**src/rtl/muldiv_pkg.sv**
```systemverilog
// Shared types, opcode constants and sign helpers for the iterative RV32M multiply/divide unit.
package muldiv_pkg;

    typedef enum logic [1:0] {
        IDLE = 2'd0,
        BUSY = 2'd1,
        DONE = 2'd2
    } state_t;

    localparam logic [2:0] F3_MUL    = 3'b000;
    localparam logic [2:0] F3_MULH   = 3'b001;
    localparam logic [2:0] F3_MULHSU = 3'b010;
    localparam logic [2:0] F3_MULHU  = 3'b011;
    localparam logic [2:0] F3_DIV    = 3'b100;
    localparam logic [2:0] F3_DIVU   = 3'b101;
    localparam logic [2:0] F3_REM    = 3'b110;
    localparam logic [2:0] F3_REMU   = 3'b111;

    localparam logic [6:0] FUNCT7_MULDIV = 7'b0000001;
    localparam logic [1:0] ALUOP_RTYPE   = 2'b10;

    function automatic logic [31:0] md_abs(input logic [31:0] v, input logic neg);
        md_abs = neg ? (~v + 32'd1) : v;
    endfunction

    // acc holds the unsigned product, or {remainder, quotient} for divides.
    function automatic logic [31:0] md_fixup(input logic [2:0]  f3,
                                             input logic [63:0] acc,
                                             input logic        neg_main,
                                             input logic        neg_rem);
        logic [63:0] prod;
        logic [31:0] quo;
        logic [31:0] rem;
        prod = neg_main ? (~acc + 64'd1) : acc;
        quo  = neg_main ? (~acc[31:0] + 32'd1) : acc[31:0];
        rem  = neg_rem  ? (~acc[63:32] + 32'd1) : acc[63:32];
        case (f3)
            F3_MUL:                      md_fixup = prod[31:0];
            F3_MULH, F3_MULHSU, F3_MULHU: md_fixup = prod[63:32];
            F3_DIV, F3_DIVU:             md_fixup = quo;
            default:                     md_fixup = rem;
        endcase
    endfunction

endpackage

```
**src/rtl/ex_muldiv_unit.sv**
```systemverilog
// Iterative RV32M mul/div in EX; 34 cycles in EX per op (2 for divide-by-zero/overflow cases).
// Backpressure: mdStall holds the front of the pipeline from first sighting until the op is done.
module ex_muldiv_unit
    import muldiv_pkg::*;
#(
    parameter int XLEN = 32
) (
    input  logic            clk,
    input  logic            resetN,
    input  logic            flush,
    input  logic [XLEN-1:0] exLHSRegisterValue,
    input  logic [XLEN-1:0] exRHSRegisterValue,
    input  logic [4:0]      exWriteRegisterIndex,
    input  logic [2:0]      exFunct3,
    input  logic [6:0]      exFunct7,
    input  logic [1:0]      exAluOp,
    output logic            mdStall,
    output logic            mdResultValid,
    output logic [XLEN-1:0] mdResult,
    output logic [4:0]      mdWriteRegisterIndex
);

    state_t      r_state;
    state_t      w_state_nxt;
    logic [4:0]  r_count;
    logic [2:0]  r_funct3;
    logic [4:0]  r_rd;
    logic [31:0] r_opnd;
    logic [63:0] r_acc;
    logic        r_neg_main;
    logic        r_neg_rem;
    logic [31:0] r_result;

    logic        w_start;
    logic        w_a_signed;
    logic        w_b_signed;
    logic        w_sa;
    logic        w_sb;
    logic        w_div0;
    logic        w_ovf;
    logic        w_special;
    logic [31:0] w_special_res;
    logic [32:0] w_sum;
    logic [32:0] w_rem_sh;
    logic [32:0] w_diff;
    logic [63:0] w_mul_step;
    logic [63:0] w_div_step;
    logic [63:0] w_acc_step;

    assign w_start = (exAluOp == ALUOP_RTYPE) && (exFunct7 == FUNCT7_MULDIV) && !flush;

    always_comb begin
        w_a_signed = 1'b1;
        w_b_signed = 1'b1;
        case (exFunct3)
            F3_MULHSU:        w_b_signed = 1'b0;
            F3_MULHU, F3_DIVU,
            F3_REMU: begin
                w_a_signed = 1'b0;
                w_b_signed = 1'b0;
            end
            default: ;
        endcase
    end

    assign w_sa = w_a_signed & exLHSRegisterValue[31];
    assign w_sb = w_b_signed & exRHSRegisterValue[31];

    assign w_div0    = exFunct3[2] && (exRHSRegisterValue == 32'd0);
    assign w_ovf     = ((exFunct3 == F3_DIV) || (exFunct3 == F3_REM)) &&
                       (exLHSRegisterValue == 32'h8000_0000) &&
                       (exRHSRegisterValue == 32'hFFFF_FFFF);
    assign w_special = w_div0 || w_ovf;

    always_comb begin
        w_special_res = 32'd0;
        if (w_div0)
            w_special_res = exFunct3[1] ? exLHSRegisterValue : 32'hFFFF_FFFF;
        else if (exFunct3 == F3_DIV)
            w_special_res = 32'h8000_0000;
    end

    // Multiply: add multiplicand into the high half, then shift the whole accumulator right.
    assign w_sum      = {1'b0, r_acc[63:32]} + {1'b0, r_opnd};
    assign w_mul_step = r_acc[0] ? {w_sum, r_acc[31:1]} : {1'b0, r_acc[63:32], r_acc[31:1]};

    // Divide: remainder in the high half, dividend shifts out of / quotient into the low half.
    assign w_rem_sh   = {r_acc[63:32], r_acc[31]};
    assign w_diff     = w_rem_sh - {1'b0, r_opnd};
    assign w_div_step = w_diff[32] ? {w_rem_sh[31:0], r_acc[30:0], 1'b0}
                                   : {w_diff[31:0],   r_acc[30:0], 1'b1};

    assign w_acc_step = r_funct3[2] ? w_div_step : w_mul_step;

    always_comb begin
        w_state_nxt = r_state;
        mdStall     = 1'b0;
        case (r_state)
            IDLE: begin
                if (w_start) begin
                    mdStall     = 1'b1;
                    w_state_nxt = w_special ? DONE : BUSY;
                end
            end
            BUSY: begin
                mdStall = 1'b1;
                if (flush)
                    w_state_nxt = IDLE;
                else if (r_count == 5'd31)
                    w_state_nxt = DONE;
            end
            DONE:    w_state_nxt = IDLE;
            default: w_state_nxt = IDLE;
        endcase
    end

    always_ff @(posedge clk) begin
        if (!resetN) begin
            r_state    <= IDLE;
            r_count    <= 5'd0;
            r_funct3   <= 3'd0;
            r_rd       <= 5'd0;
            r_opnd     <= 32'd0;
            r_acc      <= 64'd0;
            r_neg_main <= 1'b0;
            r_neg_rem  <= 1'b0;
            r_result   <= 32'd0;
        end else begin
            r_state <= w_state_nxt;
            if (r_state == IDLE && w_start) begin
                r_count    <= 5'd0;
                r_funct3   <= exFunct3;
                r_rd       <= exWriteRegisterIndex;
                r_neg_main <= w_sa ^ w_sb;
                r_neg_rem  <= w_sa;
                if (exFunct3[2]) begin
                    r_opnd <= md_abs(exRHSRegisterValue, w_sb);
                    r_acc  <= {32'd0, md_abs(exLHSRegisterValue, w_sa)};
                end else begin
                    r_opnd <= md_abs(exLHSRegisterValue, w_sa);
                    r_acc  <= {32'd0, md_abs(exRHSRegisterValue, w_sb)};
                end
                if (w_special)
                    r_result <= w_special_res;
            end else if (r_state == BUSY && !flush) begin
                r_acc   <= w_acc_step;
                r_count <= r_count + 5'd1;
                if (r_count == 5'd31)
                    r_result <= md_fixup(r_funct3, w_acc_step, r_neg_main, r_neg_rem);
            end
        end
    end

    assign mdResultValid        = (r_state == DONE);
    assign mdResult             = r_result;
    assign mdWriteRegisterIndex = r_rd;

endmodule
```
**config.mk**
```make
export PLATFORM = sky130hd
export DESIGN_NAME = ex_muldiv_unit
export DESIGN_NICKNAME = d
export VERILOG_FILES = /design/src/rtl/muldiv_pkg.sv /design/src/rtl/ex_muldiv_unit.sv
export SDC_FILE = /design/constraint.sdc
export NUM_CORES = 1
export LEC_CHECK = 0
export CAP_MARGIN = 10
export CORE_MARGIN = 2
export CORE_UTILIZATION = 60
export DETAILED_ROUTE_END_ITERATION = 7
export DONT_BUFFER_PORTS = 1
export PLACE_DENSITY_LB_ADDON = 0.05
export SLEW_MARGIN = 5
export SYNTH_ARGS = -nofsm -noshare
export SYNTH_HDL_FRONTEND = slang
export SYNTH_SLANG_ARGS = --single-unit
```
**constraint.sdc**
```tcl
create_clock -name clk -period 6.73 [get_ports clk]
set_clock_uncertainty 0.2 [all_clocks]
set_input_delay 1.6825 -clock clk [delete_from_list [all_inputs] [get_ports clk]]
set_output_delay 1.6825 -clock clk [all_outputs]
set_load 0.1 [all_outputs]
```
; ---- Yosys cells after proc, flatten, opt, wreduce, memory -nomap -nowiden
; Cells that the tools add are included.
[word_totals]
register_bits = 145
out_inout_bits = 39
wordCells = 98
[op_classes]
add_sub_neg = 8
n_eq_ne = 21
muxes = 29
n_bitwise = 9
n_reduce_logical = 22
[ops]
columns = op, count
row1 = $mux W32, 13
row2 = $mux W64, 6
row3 = $add A32 B1 Y32 const B, 4
row4 = $not A32 Y32, 4
row5 = $pmux W32 S3, 1
row6 = $add A64 B1 Y64 const B, 1
row7 = $eq A32 B32 Y1 const B, 2
row8 = $not A64 Y64, 1
row9 = $add A32 B32 Y33, 1
row10 = $sub A33 B32 Y33, 1
row11 = $logic_not A32 Y1, 1
row12 = $eq A3 B3 Y1 const B, 6
row13 = $eq A3 B2 Y1 const B, 4
row14 = $mux W2, 4
row15 = $eq A7 B1 Y1 const B, 1
row16 = $logic_and A1 B1 Y1, 7
row17 = $reduce_or A3 Y1, 2
row18 = $add A5 B1 Y5 const B, 1
row19 = $eq A5 B5 Y1 const B, 1
row20 = $eq A2 B2 Y1 const B, 2
row21 = $ne A2 B2 Y1 const B, 2
row22 = $pmux W2 S2, 1
row23 = $reduce_bool A2 Y1, 2
row24 = $reduce_or A2 Y1, 2
row25 = 15 further kinds, 19

; ---- Logic depth before layout (Yosys ltp)
[logic_depth]
depth_word = 10
ltp_mapped = 25
mapped_depth_nobuf = 22

; ---- Least setup slack after synthesis
; Ideal clock, no wire load.
[synth_timing]
kind = input to output
startpoint = input port exFunct7[3]
endpoint = output port mdStall
t_arrival_ps = 3568
slack_ps = 1279
path_stages = 3
n_path_buf = 0
path_cell_list = nor4_1 > nand3_1 > a21oi_1
[synth_via]
elab_chain_cells = 5
[synth_rtl]
columns = item, line
row1 = "start, declared", ex_muldiv_unit.sv:15  ; input logic [6:0] exFunct7,
row2 = $eq A7 B1 Y1, ex_muldiv_unit.sv:50  ; assign w_start = (exAluOp == ALUOP_RTYPE) && (exFunct7 == FUNCT7_MULDIV) && !flush;
row3 = $logic_and A1 B1 Y1 (2 in a row), ex_muldiv_unit.sv:50
row4 = $mux W1, ex_muldiv_unit.sv:100  ; if (w_start) begin
row5 = $pmux W1 S2, ex_muldiv_unit.sv:98  ; case (r_state)
row6 = "end, declared", ex_muldiv_unit.sv:17  ; output logic mdStall,
; No other way between the ends.

; ---- Worst setup path after layout
[layout_timing]
startpoint = register r_opnd[0]
endpoint = register r_result[28] (netlist: mdResult[28])
[layout_via]
elab_chain_cells = 10
word_cells_on_any_way = 18
classes_between = add/sub: 5 / mux: 10 / bitwise: 3
[layout_rtl]
columns = item, line
row1 = "start, declared", ex_muldiv_unit.sv:28  ; logic [31:0] r_opnd;
row2 = "start signal, assigned", ex_muldiv_unit.sv:137  ; r_opnd <= md_abs(exRHSRegisterValue, w_sb);
row3 = "start signal, assigned", ex_muldiv_unit.sv:140  ; r_opnd <= md_abs(exLHSRegisterValue, w_sa);
row4 = $sub A33 B32 Y33 or $add A32 B32 Y33 (tied branches), "ex_muldiv_unit.sv:89, ex_muldiv_unit.sv:84"
row5 = $mux W64 (on tied branches), "ex_muldiv_unit.sv:90, ex_muldiv_unit.sv:85"
row6 = $mux W64 *, ex_muldiv_unit.sv:93  ; assign w_acc_step = r_funct3[2] ? w_div_step : w_mul_step;
row7 = $not A64 Y64 (tied with other cells), muldiv_pkg.sv:34  ; prod = neg_main ? (~acc + 64'd1) : acc;
row8 = $add A64 B1 Y64 (tied with other cells), muldiv_pkg.sv:34
row9 = $mux W64 (tied with other cells), muldiv_pkg.sv:34
row10 = $pmux W32 S3 *, muldiv_pkg.sv:37  ; case (f3)
row11 = $mux W32 *, ex_muldiv_unit.sv:148  ; if (r_count == 5'd31)
row12 = $mux W32 *, ex_muldiv_unit.sv:145  ; end else if (r_state == BUSY && !flush) begin
row13 = $mux W32 *, ex_muldiv_unit.sv:130  ; if (r_state == IDLE && w_start) begin
row14 = "end signal, assigned", ex_muldiv_unit.sv:144  ; r_result <= w_special_res;
row15 = "end signal, assigned", ex_muldiv_unit.sv:149  ; r_result <= md_fixup(r_funct3, w_acc_step, r_neg_main, r_neg_rem);
row16 = "end, declared", ex_muldiv_unit.sv:32  ; logic [31:0] r_result;
; Mark *: on every way between the ends. The rest lies on a longest branch, timed or not. The select of a mux whose other input is x is not followed.
; A chain may end at the register's enable or synchronous reset.

==> impl_metrics.ini <==
[run_status]
status = complete, no violations

[power_and_ir_drop]
power_switching_w = 0.000630
power.density_nw_per_um2 = 117
p_int_w = 0.00142
p_sw_share_pct = 30.8
clkPwrFrac_pct = 49.2
seqPwrFrac_pct = 41.9
ir_drop_mv = 0.177
pwr-share-comb_pct = 8.9
leakage_nw = 6.52

[drt]
firstDrtPassIters = 7
routed_via_density = 7.25
drt_iter0_drc = 2953
wl_microns = 72000
wire_per_inst_microns = 26.4
antenna_left = 0
drcViolationCount = 0
vias = 19806

[placed_design]
dpl_worst_slack_ns = 0.731
gp_congestion = 1.07
io_buffers = 0
dp_cells = 2699
post-dp-hpwl_microns = 55000

[logic_synthesis]
synth_cell_type_count = 87
synth-seq-cells = 145
syn_nets = 2610
postSynth.asyncResetShare_pct = 0
synth_area_leaders = dfxtp_1 (17%), nand2_1 (6.8%), a21oi_1 (6.4%), o21ai_0 (5.6%), nor2_1 (5.3%)
yosysTopAreaCell = dfxtp_1
synth_area_sq_um = 16700
syn_inst = 2453
yosysSeqAreaShare_pct = 17.3
synth_ff_type = dfxtp_1
synth-edff-count = 0
syn_avg_cell_area_sq_um = 6.83
ys_warn_count = 0
netlist.area_leader.share_pct = 17.3

[floorplan]
core_area_sq_um = 27600
fp.dieArea_sq_um = 29300
die_h_microns = 171
ios = 123
num_rows = 61
die_w_microns = 171
start_util_pct = 60.6

[final_layout]
area_delta_synth_final_pct = 4.59
mostFrequentLayoutCell = nand2_1
post-route-util_pct = 63.4
seqCellArea_sq_um = 2910
diodes = 0
finalNonFillerCells = 2731
multi_input_area_sq_um = 12900
nets = 2497
final_cell_mix = nand2_1 (305), nor2_1 (237), a21oi_1 (212), o21ai_0 (188), dfxtp_1 (143)
drive_gt1_share_pct = 5.44
fillers = 2573

[setup_path]
worstPathRequired_ns = 6.89
r2r_end = mdResult[28]$_SDFFE_PN0P_
path_class = reg -> reg
crit_arrival_ns = 6.39
crit_path_end_kind = register
worstSetupStartpointType = register
worstPathMaxFanout = 20
r2r_cells = 19
r2r-start = r_opnd[0]$_SDFFE_PN0P_
r2r_slack_ns = 0.50

[timing]
post-route-period-util_pct = 92.5
layout_setup_ws_ns = 0.502
max_freq_mhz = 161
max_slew.worst_pin.slew_ns = 1.25
setup_tns_ns = 0
layout_min_cycle_time_ns = 6.23
setup_viol = 0
drv_slew = 0
rsz0062_at_grt = no
final_hold_viol_count = 0
max_slew_margin_pct = 16.5

[hold_path]
hold_path_class = reg -> reg
whs_endpoint = r_count[4]$_SDFFE_PP0P_
hold_path_startpoint = r_count[4]$_SDFFE_PP0P_
whs_path_depth = 2

[global_route]
grt_pass1_wl_microns = 107000
grt-ovfl-total = 0
grt_max_degree = 82
grt_antenna_before_repair = 1
grt_usage_pct = 48.2
first_global_vias = 17587

[clocking]
post_cts_resize_count = 0
cts_hold_buffers = 0
htree_levels = 4
cts_root_buf = clkbuf_16
cts_tree = done
clk_pin_slew_worst_paths_ns = 0.08
insertion_delay_ns = 0.46
cts_buffer_depth = 2
cts_buffers = 17
postCtsSetupBuffers = 0
clock-sinks = 145

[run]
maxCapViolCount = 0
[per-stage QoR]
step / power (W) / hold WS [ns] / instance area [sq um]
after detailed placement: 0.00105 / 0.275 / 16900
after CTS: 0.00204 / 0.286 / 17500
after global placement: 0.00105 / 0.248 / 16900
after global routing: 0.00208 / 0.300 / 17500
final: 0.00205 / 0.277 / 17500
after floorplan: 0.00101 / 0.241 / 16700
[sequential cells by signal, indices dropped and copies added, names as in the netlist]
signal	flops
r_count	5
r_neg_rem	1
r_state	2
r_opnd	32
r_funct3	3
mdWriteRegisterIndex	5
r_acc	64
r_neg_main	1
mdResult	32
[cell families (layout without fill, tap and decap cells)]
kind of cell	after synthesis	count (layout)	share of synthesized area, %
buffers and inverters	243	143	5.59
adders and majority gates	73	73	5.54
muxes	75	75	4.57
DFF	145	145	17.3
and+or+nand+nor	897	897	24.9
AOI/OAI and AO/OA	844	844	32.8
xor gates and xnor gates	176	176	9.21
[per-layer routing]
metal	GRT usage [%]	share of wire (%)	vias to the layer above
met3	13.0	12	340
met1	59.5	37	9105
met5	0	0	-
met4	36.1	8.8	0
li1	-	-	8863
met2	71.4	42	1498
[worst max path at each step]
stage                                     end  depth (start not counted)                   start
floorplan                             mdStall                          3             exFunct7[3]
global placement    mdResult[29]$_SDFFE_PN0P_                         20  r_acc[31]$_SDFFE_PN0P_
detailed placement  mdResult[28]$_SDFFE_PN0P_                         19  r_opnd[0]$_SDFFE_PN0P_
CTS                 mdResult[28]$_SDFFE_PN0P_                         19  r_opnd[0]$_SDFFE_PN0P_
global route        mdResult[28]$_SDFFE_PN0P_                         19  r_opnd[0]$_SDFFE_PN0P_
finish              mdResult[28]$_SDFFE_PN0P_                         19  r_opnd[0]$_SDFFE_PN0P_
[critical path, stage by stage, from the launching register on]
cell      delay, ns
dfxtp_1        0.39
ha_1           0.19
inv_1          0.06
fa_1           0.42
a211oi_1       0.28
o21a_1         0.21
o21ai_1        0.13
a31o_4         0.28
a21oi_4        0.55
xnor2_2        0.18
a21boi_0       0.46
ha_1           0.27
o21ai_0        0.21
nor3_1         0.27
nand4_1        0.26
or3_1          0.65
o41ai_1        0.50
xnor2_1        0.17
nand3_1        0.10
a221oi_1       0.30
[power groups by stage]
stage	combinational, W	sequential (W)	clock, W
6_report	0.000182	0.000858	0.00101
3_3_place_gp	0.000173	0.000878	0
3_5_place_dp	0.000176	0.000878	0
5_1_grt	0.000193	0.000858	0.00103
2_1_floorplan	0.000135	0.000878	0
4_1_cts	0.000177	0.000858	0.00100
[cells in the mapped netlist, types with 34 or more instances]
master and count:
a211oi_1 60, a21oi_1 213, a31oi_1 57, clkbuf_1 143, dfxtp_1 145, ha_1 71
inv_1 65, mux2i_1 64, nand2_1 305, nand3_1 65, nand4_1 34, nor2_1 237
nor3_1 72, o211ai_1 72, o21ai_0 188, xnor2_1 89, xor2_1 87
[final cells by class]
cell class | instances | share of cell area [%]
clock buffers | 17 | 2.43
clock inverters | 15 | 1.05
inverters | 68 | 1.46
multi-input cells | 2065 | 73.9
flip-flops and latches | 145 | 16.6
well taps | 378 | 2.70
repair buffers | 43 | 1.84
No activity file was read; power rests on OpenSTA's default activity.
